**config.mk**
```make
export PLATFORM = sky130hd
export DESIGN_NAME = gpio_pwm_ctrl
export DESIGN_NICKNAME = d
export VERILOG_FILES = /design/src/rtl/gpio_pwm_ctrl_pkg.sv /design/src/rtl/gpio_pwm_ctrl_pwm_channel.sv /design/src/rtl/gpio_pwm_ctrl.sv
export SDC_FILE = /design/constraint.sdc
export NUM_CORES = 1
export LEC_CHECK = 0
export CORE_AREA = 2 2 140 142
export CTS_BUF_LIST = sky130_fd_sc_hd__clkbuf_4 sky130_fd_sc_hd__clkbuf_8 sky130_fd_sc_hd__clkbuf_16
export DETAILED_ROUTE_END_ITERATION = 8
export DIE_AREA = 0 0 142 144
export HOLD_SLACK_MARGIN = 0.1
export PLACE_DENSITY = 0.81
export SETUP_SLACK_MARGIN = 0.5
export SLEW_MARGIN = 20
export SYNTH_ARGS = -nofsm -noshare
export SYNTH_HDL_FRONTEND = slang
export SYNTH_SLANG_ARGS = --single-unit
```
**constraint.sdc**
```tcl
create_clock -name Clk -period 2.15 [get_ports Clk]
set_clock_uncertainty 0.2 [all_clocks]
set_input_delay 0.3225 -clock Clk [delete_from_list [all_inputs] [get_ports Clk]]
set_output_delay 0.3225 -clock Clk [all_outputs]
set_load 0.01 [all_outputs]
```
**src/rtl/gpio_pwm_ctrl_pkg.sv**
```systemverilog
// Shared constants for the GPIO/PWM controller: sizes, register map and pin mode codes.
package gpio_pwm_ctrl_pkg;

  localparam int unsigned NPINS = 8;
  localparam int unsigned PRE_W = 8;

  localparam logic [3:0] ADDR_MODE_LO    = 4'h0;
  localparam logic [3:0] ADDR_MODE_HI    = 4'h1;
  localparam logic [3:0] ADDR_OUT_STATIC = 4'h2;
  localparam logic [3:0] ADDR_PRESCALE   = 4'h3;
  localparam logic [3:0] ADDR_DUTY0      = 4'h4;
  localparam logic [3:0] ADDR_DUTY7      = 4'hB;
  localparam logic [3:0] ADDR_PIN_IN     = 4'hC;
  localparam logic [3:0] ADDR_STATUS     = 4'hD;

  // Per-pin mode as {pwm_select, drive_enable}
  localparam logic [1:0] MODE_IN   = 2'b00;
  localparam logic [1:0] MODE_OUT  = 2'b01;
  localparam logic [1:0] MODE_RSVD = 2'b10;
  localparam logic [1:0] MODE_PWM  = 2'b11;

  function automatic logic is_duty_addr(logic [3:0] addr);
    return (addr >= ADDR_DUTY0) && (addr <= ADDR_DUTY7);
  endfunction

  function automatic logic [2:0] duty_index(logic [3:0] addr);
    return 3'(addr - ADDR_DUTY0);
  endfunction

endpackage

```
**src/rtl/gpio_pwm_ctrl_pwm_channel.sv**
```systemverilog
// One PWM channel: active duty register reloaded from its shadow at period wrap, compared to the
// shared counter.
module gpio_pwm_ctrl_pwm_channel (
  input  logic       Clk,
  input  logic       Reset,
  input  logic [7:0] duty_shadow_i,
  input  logic [7:0] cnt_i,
  input  logic       wrap_i,
  output logic       pwm_o
);

  logic [7:0] duty_q, duty_d;

  always_comb begin
    duty_d = duty_q;
    if (wrap_i) begin
      duty_d = duty_shadow_i;
    end
  end

  always_ff @(posedge Clk) begin
    if (Reset) begin
      duty_q <= '0;
    end else begin
      duty_q <= duty_d;
    end
  end

  assign pwm_o = (cnt_i < duty_q);

endmodule

```
**src/rtl/gpio_pwm_ctrl.sv**
```systemverilog
// Register-programmable driver for the 8-pin tri-state IO buffer: per-pin input/static/PWM mode,
// shared prescaled PWM timebase and synchronized pin readback.
module gpio_pwm_ctrl
  import gpio_pwm_ctrl_pkg::*;
(
  input  logic        Clk,
  input  logic        Reset,
  input  logic        Wr_En,
  input  logic        Rd_En,
  input  logic [3:0]  Addr,
  input  logic [7:0]  Wr_Data,
  output logic [7:0]  Rd_Data,
  output logic        Rd_Valid,
  input  logic [7:0]  Pin_In,
  output logic [7:0]  Output,
  output logic [15:0] Mode,
  output logic        Period_Tick
);

  logic [15:0]      mode_q, mode_d;
  logic [7:0]       out_static_q, out_static_d;
  logic [PRE_W-1:0] prescale_q, prescale_d;
  logic [PRE_W-1:0] pre_cnt_q, pre_cnt_d;
  logic [7:0]       cnt_q, cnt_d;
  logic [7:0]       duty_q [NPINS];
  logic [7:0]       duty_d [NPINS];
  logic [7:0]       sync1_q, sync1_d, sync2_q, sync2_d;
  logic             status_q, status_d;
  logic             period_tick_q, period_tick_d;
  logic [7:0]       output_q, output_d;
  logic [7:0]       rd_data_q, rd_data_d;
  logic             rd_valid_q, rd_valid_d;

  logic             tick, wrap;
  logic [7:0]       rd_mux;
  logic [NPINS-1:0] pwm;

  // Timebase; a prescale count already past a newly written PRESCALE restarts without a tick.
  always_comb begin
    tick          = (pre_cnt_q == prescale_q);
    wrap          = tick && (cnt_q == 8'hFF);
    pre_cnt_d     = (pre_cnt_q >= prescale_q) ? '0 : pre_cnt_q + PRE_W'(1);
    cnt_d         = tick ? cnt_q + 8'd1 : cnt_q;
    period_tick_d = wrap;
  end

  always_comb begin
    mode_d       = mode_q;
    out_static_d = out_static_q;
    prescale_d   = prescale_q;
    duty_d       = duty_q;
    if (Wr_En) begin
      case (Addr)
        ADDR_MODE_LO:    mode_d[7:0]  = Wr_Data;
        ADDR_MODE_HI:    mode_d[15:8] = Wr_Data;
        ADDR_OUT_STATIC: out_static_d = Wr_Data;
        ADDR_PRESCALE:   prescale_d   = Wr_Data;
        default: begin
          if (is_duty_addr(Addr)) begin
            duty_d[duty_index(Addr)] = Wr_Data;
          end
        end
      endcase
    end
  end

  always_comb begin
    sync1_d = Pin_In;
    sync2_d = sync1_q;
  end

  // Read mux sees pre-write state; a wrap on the read edge is folded into the STATUS value.
  always_comb begin
    rd_mux = '0;
    case (Addr)
      ADDR_MODE_LO:    rd_mux = mode_q[7:0];
      ADDR_MODE_HI:    rd_mux = mode_q[15:8];
      ADDR_OUT_STATIC: rd_mux = out_static_q;
      ADDR_PRESCALE:   rd_mux = prescale_q;
      ADDR_PIN_IN:     rd_mux = sync2_q;
      ADDR_STATUS:     rd_mux = {7'd0, status_q | wrap};
      default: begin
        if (is_duty_addr(Addr)) begin
          rd_mux = duty_q[duty_index(Addr)];
        end
      end
    endcase
  end

  always_comb begin
    rd_valid_d = Rd_En;
    rd_data_d  = Rd_En ? rd_mux : rd_data_q;
    status_d   = status_q;
    if (wrap) begin
      status_d = 1'b1;
    end else if (Rd_En && (Addr == ADDR_STATUS)) begin
      status_d = 1'b0;
    end
  end

  for (genvar g = 0; g < NPINS; g++) begin : g_ch
    gpio_pwm_ctrl_pwm_channel u_ch (
      .Clk           (Clk),
      .Reset         (Reset),
      .duty_shadow_i (duty_q[g]),
      .cnt_i         (cnt_q),
      .wrap_i        (wrap),
      .pwm_o         (pwm[g])
    );
  end

  always_comb begin
    output_d = '0;
    for (int unsigned i = 0; i < NPINS; i++) begin
      unique case (mode_q[2*i +: 2])
        MODE_OUT:           output_d[i] = out_static_q[i];
        MODE_PWM:           output_d[i] = pwm[i];
        MODE_IN, MODE_RSVD: output_d[i] = 1'b0;
        default:            output_d[i] = 1'b0;
      endcase
    end
  end

  always_ff @(posedge Clk) begin
    if (Reset) begin
      mode_q        <= '0;
      out_static_q  <= '0;
      prescale_q    <= '0;
      pre_cnt_q     <= '0;
      cnt_q         <= '0;
      duty_q        <= '{default: '0};
      sync1_q       <= '0;
      sync2_q       <= '0;
      status_q      <= 1'b0;
      period_tick_q <= 1'b0;
      output_q      <= '0;
      rd_data_q     <= '0;
      rd_valid_q    <= 1'b0;
    end else begin
      mode_q        <= mode_d;
      out_static_q  <= out_static_d;
      prescale_q    <= prescale_d;
      pre_cnt_q     <= pre_cnt_d;
      cnt_q         <= cnt_d;
      duty_q        <= duty_d;
      sync1_q       <= sync1_d;
      sync2_q       <= sync2_d;
      status_q      <= status_d;
      period_tick_q <= period_tick_d;
      output_q      <= output_d;
      rd_data_q     <= rd_data_d;
      rd_valid_q    <= rd_valid_d;
    end
  end

  assign Mode        = mode_q;
  assign Output      = output_q;
  assign Period_Tick = period_tick_q;
  assign Rd_Data     = rd_data_q;
  assign Rd_Valid    = rd_valid_q;

endmodule
```
# Word-level counts from Yosys, hierarchy flattened
# Cells that the tools add are included.
[totals]
regBits = 211
in_bits = 24
elab_cells = 126
[classes]
n_addsub = 3
n_lt_le_gt_ge = 13
eq_ne = 31
muxes = 18
n_bitwise = 3
reduce_logical = 29
[ops]
columns = ["op", "n"]
rows = [
  ["64-bit bitwise mux", 1],
  ["8-bit < comparator", 8],
  ["8-bit case mux with 6 select lines", 1],
  ["2-bit == test (second input constant)", 16],
  ["8-bit 2-to-1 mux", 4],
  ["8-bit binary-select mux with 3-bit select", 1],
  ["8-bit demux with 3-bit select", 1],
  ["1-bit case mux with 3 select lines", 8],
  ["2-bit OR reduction", 9],
  ["8-bit by 1-bit adder with 8-bit output (second input constant)", 2],
  ["2-bit by 1-bit == test with 1-bit output (second input constant)", 8],
  ["2-bit logical NOT", 8],
  ["4-bit by 2-bit == test with 1-bit output (second input constant)", 2],
  ["4-bit == test (second input constant)", 2],
  ["8-bit == test", 1],
  ["8-bit == test (second input constant)", 1],
  ["8-bit greater-or-equal comparator", 1],
  ["2-bit AND reduction", 4],
  ["4-bit by 1-bit == test with 1-bit output (second input constant)", 1],
  ["4-bit by 3-bit greater-or-equal comparator with 1-bit output (second input constant)", 1],
  ["4-bit greater-or-equal comparator (second input constant)", 1],
  ["4-bit <= comparator (second input constant)", 1],
  ["1-bit logical AND", 4],
  ["4-bit logical NOT", 1],
  ["9 further kinds", 10],
]

# Longest topological paths before layout
[depth]
word_depth = 7
mapped_depth = 9
mapped_depth_nobuf = 7

# By module
# A second synthesis with hierarchy kept.
[hier_totals]
cells_unflattened = 1096
hier_area_um2 = 10167.3
[modules_own_cells]
columns = ["module", "instances", "cells_per_inst", "area_per_inst_um2", "seq_area_each_um2"]
rows = [
  ["gpio_pwm_ctrl", 1, 688, 6503.7, 2942.8],
  ["gpio_pwm_ctrl_pwm_channel", 8, 51, 457.9, 160.2],
]

# Least setup slack after synthesis
# OpenSTA, ideal clock, no wires.
[synth_timing]
path_kind = "input port to flip-flop"
startpoint = "input Addr[2]"
endpoint = "register duty_q[10] (netlist name)"
arrival_ps = 1827
required_time_ps = 1822
path_slack_ps = -4
stages = 9
n_path_buf = 3
cell_sequence = "buf_2 inv_2 ha_1 clkbuf_1 and4bb_2 buf_4 nand3_2 mux2i_1 nor2_1"
[synth_between]
elab_chain_len = 7
[synth_lines]
columns = ["item", "line", "source"]
rows = [
  ["start, declared", "gpio_pwm_ctrl.sv:10", "input logic [3:0] Addr,"],
  ["3-bit subtractor", "gpio_pwm_ctrl_pkg.sv:27", "return 3'(addr - ADDR_DUTY0);"],
  ["3-bit NOT with 4-bit output (implied by the code)", "gpio_pwm_ctrl.sv:60", "duty_d[duty_index(Addr)] = Wr_Data;"],
  ["4-bit greater-or-equal comparator (implied by the code) or 4-bit by 1-bit < comparator with 1-bit output (tied branches)", "gpio_pwm_ctrl.sv:60", ""],
  ["1-bit logical AND (implied by the code)", "gpio_pwm_ctrl.sv:60", ""],
  ["8-bit 2-to-1 mux (implied by the code)", "gpio_pwm_ctrl.sv:60", ""],
  ["8-bit demux with 3-bit select", "gpio_pwm_ctrl.sv:60", ""],
  ["64-bit bitwise mux", "gpio_pwm_ctrl.sv:60", ""],
  ["end signal, assigned", "gpio_pwm_ctrl.sv:145", "duty_q <= duty_d;"],
  ["end, declared", "gpio_pwm_ctrl.sv:25", "logic [7:0] duty_q [NPINS];"],
]
# Parallel ways exist; a longest one is shown, timed or not.
# A chain may end at the register's enable or synchronous reset.

# Final worst setup path
[layout_timing]
startpoint = "register prescale_q[3]"
endpoint = "register g_ch[6].u_ch.duty_q[0]"
[layout_between]
elab_chain_len = 2
[layout_lines]
columns = ["item", "line", "source"]
rows = [
  ["start, declared", "gpio_pwm_ctrl.sv:22", "logic [PRE_W-1:0] prescale_q, prescale_d;"],
  ["start signal, assigned", "gpio_pwm_ctrl.sv:142", "prescale_q <= prescale_d;"],
  ["8-bit == test", "gpio_pwm_ctrl.sv:40", "tick = (pre_cnt_q == prescale_q);"],
  ["1-bit logical AND", "gpio_pwm_ctrl.sv:41", "wrap = tick && (cnt_q == 8'hFF);"],
  ["end signal, assigned", "gpio_pwm_ctrl_pwm_channel.sv:25", "duty_q <= duty_d;"],
  ["end, declared", "gpio_pwm_ctrl_pwm_channel.sv:12", "logic [7:0] duty_q, duty_d;"],
]
# Every way passes these cells.

==> results.py <==
metrics = {
    "outcome": {
        "status": "finished, violations left",
        "failed_checks": "setup timing",
    },
    "timing": {
        "fin_setup_tns_ns": -0.579,
        "setup_viol_count_final": 19,
        "clock.fmax_mhz": 443,
        "worst_pin_slew_ns": 0.647,
        "rsz0062_at_grt": "yes",
        "fin_ws_ns": -0.105,
        "slew_viol_final": 0,
        "hold_viol": 0,
        "layout_min_cycle_time_ns": 2.26,
        "post-route-period-util_pct": 105,
        "relSlewSlack_pct": 56.7,
    },
    "pwr": {
        "ir_worst_vdd_mv": 0.444,
        "switchingPower_mw": 2.26,
        "power.share.clock_pct": 43.5,
        "comb_power_share_pct": 12.6,
        "power_density_nw_per_um2": 662,
        "p_int_mw": 6.87,
        "p_sw_share_pct": 24.7,
        "p_leak_nw": 5.44,
        "p_seq_share_pct": 43.9,
    },
    "drt": {
        "drc_errors": 0,
        "routed_wl_mm": 33.1,
        "routedWlPerCell_um": 21.5,
        "first_pass_iters": 6,
        "via_per_inst": 6.14,
        "drt_first_iter_violations": 1010,
        "vias": 9436,
        "ant_nets": 0,
    },
    "placed_design": {
        "io_buffer_count": 57,
        "detailed_place_hpwl_mm": 18.5,
        "dp_cells": 1458,
        "placed_area_um2": 11500,
        "gp_congestion": 0.912,
    },
    "die": {
        "die_h_um": 144,
        "core_area_um2": 19100,
        "pin_count": 58,
        "die_w_um": 142,
        "num_rows": 51,
        "initial_utilization_pct": 52.4,
        "dieArea_um2": 20400,
    },
    "layout": {
        "drive_gt1_share_pct": 31.0,
        "layout.cells.non_filler": 1537,
        "stdcell_area_um2": 13800,
        "antenna_cells": 0,
        "fin_nets": 1378,
        "fin_util_pct": 72.3,
        "syn_to_final_growth_pct": 37.9,
    },
    "setup_path": {
        "r2r_setup_slack_ns": -0.11,
        "arrival_ns": 2.49,
        "crit_type": "reg2reg",
        "endpoint": "g_ch[6].u_ch.duty_q[0]",
        "reg2reg_to": "g_ch[6].u_ch.duty_q[0]",
        "end_kind": "register",
        "critPathRequiredTime_ns": 2.38,
        "crit_path_max_fanout": 12,
        "reg2reg_from": "prescale_q[3]",
        "r2r_cells": 9,
        "startpoint": "prescale_q[3]",
        "startpoint_type": "register",
    },
    "synth": {
        "syn_inst": 1136,
        "ys.flop_type": "dfxtp_1",
        "syn_nets": 1228,
        "synth_largest_area_cell": "dfxtp_1",
        "ys_warn_count": 0,
        "synthTopCellsByArea": "dfxtp_1 (42%), nand2_1 (9.2%), ha_1 (8.5%)",
        "synth_enable_flop_cells": 0,
        "muxShareOfSynthArea_pct": 10.7,
        "synthAdderAreaFrac_pct": 8.51,
        "seq_area_frac_synth_pct": 42.2,
        "avgSynthCellArea_um2": 8.80,
        "synth_top_family_by_area": "simple AND/OR/NAND/NOR gates",
        "synthArstFlopShare_pct": 0,
        "ys_ff_latch": 211,
        "synthTopCellsByCount": "nand2_1 (245), dfxtp_1 (211), a21oi_1 (120)",
        "synth_compound_area_share_pct": 11.0,
        "synth_xor_area_share_pct": 1.14,
        "synth_top_area_share_pct": 42.2,
        "netlist_area_um2": 10000,
        "yosys.area_share.simple_pct": 20.1,
        "synth_cell_types": 50,
        "synth_most_common_cell": "nand2_1",
    },
    "grt": {
        "grt_util_all_layers_pct": 28.6,
        "grt-ovfl-total": 0,
        "grt_pass1_vias": 8651,
        "grt_max_degree": 68,
        "grt_pass1_wl_mm": 45.9,
        "antenna_found_initial": 0,
    },
    "clocking": {
        "cts-root-buf": "clkbuf_16",
        "cts_max_level": 1,
        "numClockSinks": 211,
        "cts-buffers-inserted": 22,
        "cts.clk_slew.worst_paths_ns": 0.06,
        "cts_buffer_depth": 3,
        "insertion_delay_ns": 0.51,
        "cts_tree": "yes",
    },
    "hold_path": {
        "hp-class": "in2reg",
    },
    "flow_run": {
        "maxCapViolations": 0,
    },
}
## critical path, stage by stage (launching register included)
cell and delay (ns):
dfxtp_2 0.36, inv_2 0.05, ha_4 0.26, nand4_1 0.15, buf_6 0.18, and4bb_2 0.32, buf_12 0.17, clkbuf_16 0.18
nand2_1 0.10, a21oi_1 0.19
## cells in the final DEF, fill, tap and decap left out, drive strengths merged, types with 8 or more instances in the layout
| cell type | n |
|---|---|
| nand2b | 12 |
| xor2 | 10 |
| a21o | 9 |
| nand2 | 245 |
| buf | 133 |
| nor2 | 90 |
| nor4bb | 16 |
| a211oi | 13 |
| clkdlybuf4s15 | 19 |
| nand3 | 30 |
| o2111ai | 9 |
| clkbuf | 44 |
| mux4 | 18 |
| nor2b | 20 |
| mux2i | 59 |
| clkdlybuf4s50 | 17 |
| dfxtp | 211 |
| o21ai | 14 |
| a21oi | 120 |
| a31o | 8 |
| inv | 68 |
| ha | 68 |
## flip-flops by register name, summed over array words and instances (netlist names)
| register | count |
|---|---|
| duty_q | 64 |
| g_ch.u_ch.duty_q | 64 |
| Mode | 16 |
| Output | 8 |
| Rd_Data | 8 |
| cnt_q | 8 |
| out_static_q | 8 |
| pre_cnt_q | 8 |
| prescale_q | 8 |
| sync1_q | 8 |
| sync2_q | 8 |
| Period_Tick | 1 |
| Rd_Valid | 1 |
| status_q | 1 |
## per-stage QoR
| stage | hold slack, ns | power [mW] | setup WS, ns |
|---|---|---|---|
| final | 0.165 | 9.12 | -0.105 |
| after global routing | 0.170 | 9.32 | -0.0803 |
| after CTS | 0.163 | 8.93 | 0.0416 |
| after detailed placement | 0.229 | 4.95 | -0.342 |
| after global placement | 0.223 | 4.93 | -0.290 |
| after floorplan | 0.214 | 4.55 | 0.182 |
## layer usage
metal	global-route usage [%]	up-vias	routed length (um)
met2	47.3	609	15500
met3	4.54	193	3220
met5	0	-	0
met4	14.8	0	2280
met1	36.2	4467	12000
li1	-	4167	-
## power by group through the flow
stage | Sequential [mW] | Clock (mW) | Combinational (mW)
after global placement | 4.09 | 0 | 0.837
after detailed placement | 4.09 | 0 | 0.856
after CTS | 4.01 | 3.96 | 0.964
after floorplan | 4.10 | 0 | 0.457
final | 4.01 | 3.96 | 1.15
after global routing | 4.01 | 4.11 | 1.20
## what timing repair did
item | 4_1_cts | 5_1_grt
hold buffers | 1 | 0
hold endpoints to repair | 15 | 0
cloned | 3 | 3
resized for setup | 183 | 139
setup buffers | 18 | 17
pin swaps | 40 | 47
setup endpoints to repair | 214 | 155
## logic make-up after synthesis
family	count (synthesis)
buffers and inverters	135
AOI/OAI and AO/OA	188
adders and majority gates	68
muxes	82
and+or+nand+nor	439
DFF	211
xor gates and xnor gates	13
## worst min-delay path by stage
stage,slack [ns],cells after the start,to,from
2_1_floorplan,0.21,1,sync2_q[0],sync1_q[0]
3_3_place_gp,0.22,1,sync2_q[1],sync1_q[1]
3_5_place_dp,0.23,1,sync2_q[6],sync1_q[6]
4_1_cts,0.16,2,sync1_q[4],Pin_In[4]
5_1_grt,0.17,2,sync1_q[4],Pin_In[4]
6_report,0.17,2,sync1_q[4],Pin_In[4]
## area by class of cell
| type | instances | area, um^2 |
|---|---|---|
| Fill cell | 1191 | 5290 |
| Tap cell | 238 | 298 |
| Multi-Input combinational cell | 790 | 6110 |
| Timing Repair Buffer | 193 | 2070 |
| Inverter | 68 | 263 |
| Clock buffer | 31 | 661 |
| Clock inverter | 6 | 83.8 |
| Sequential cell | 211 | 4300 |
No activity file was read; power rests on OpenSTA's default activity.
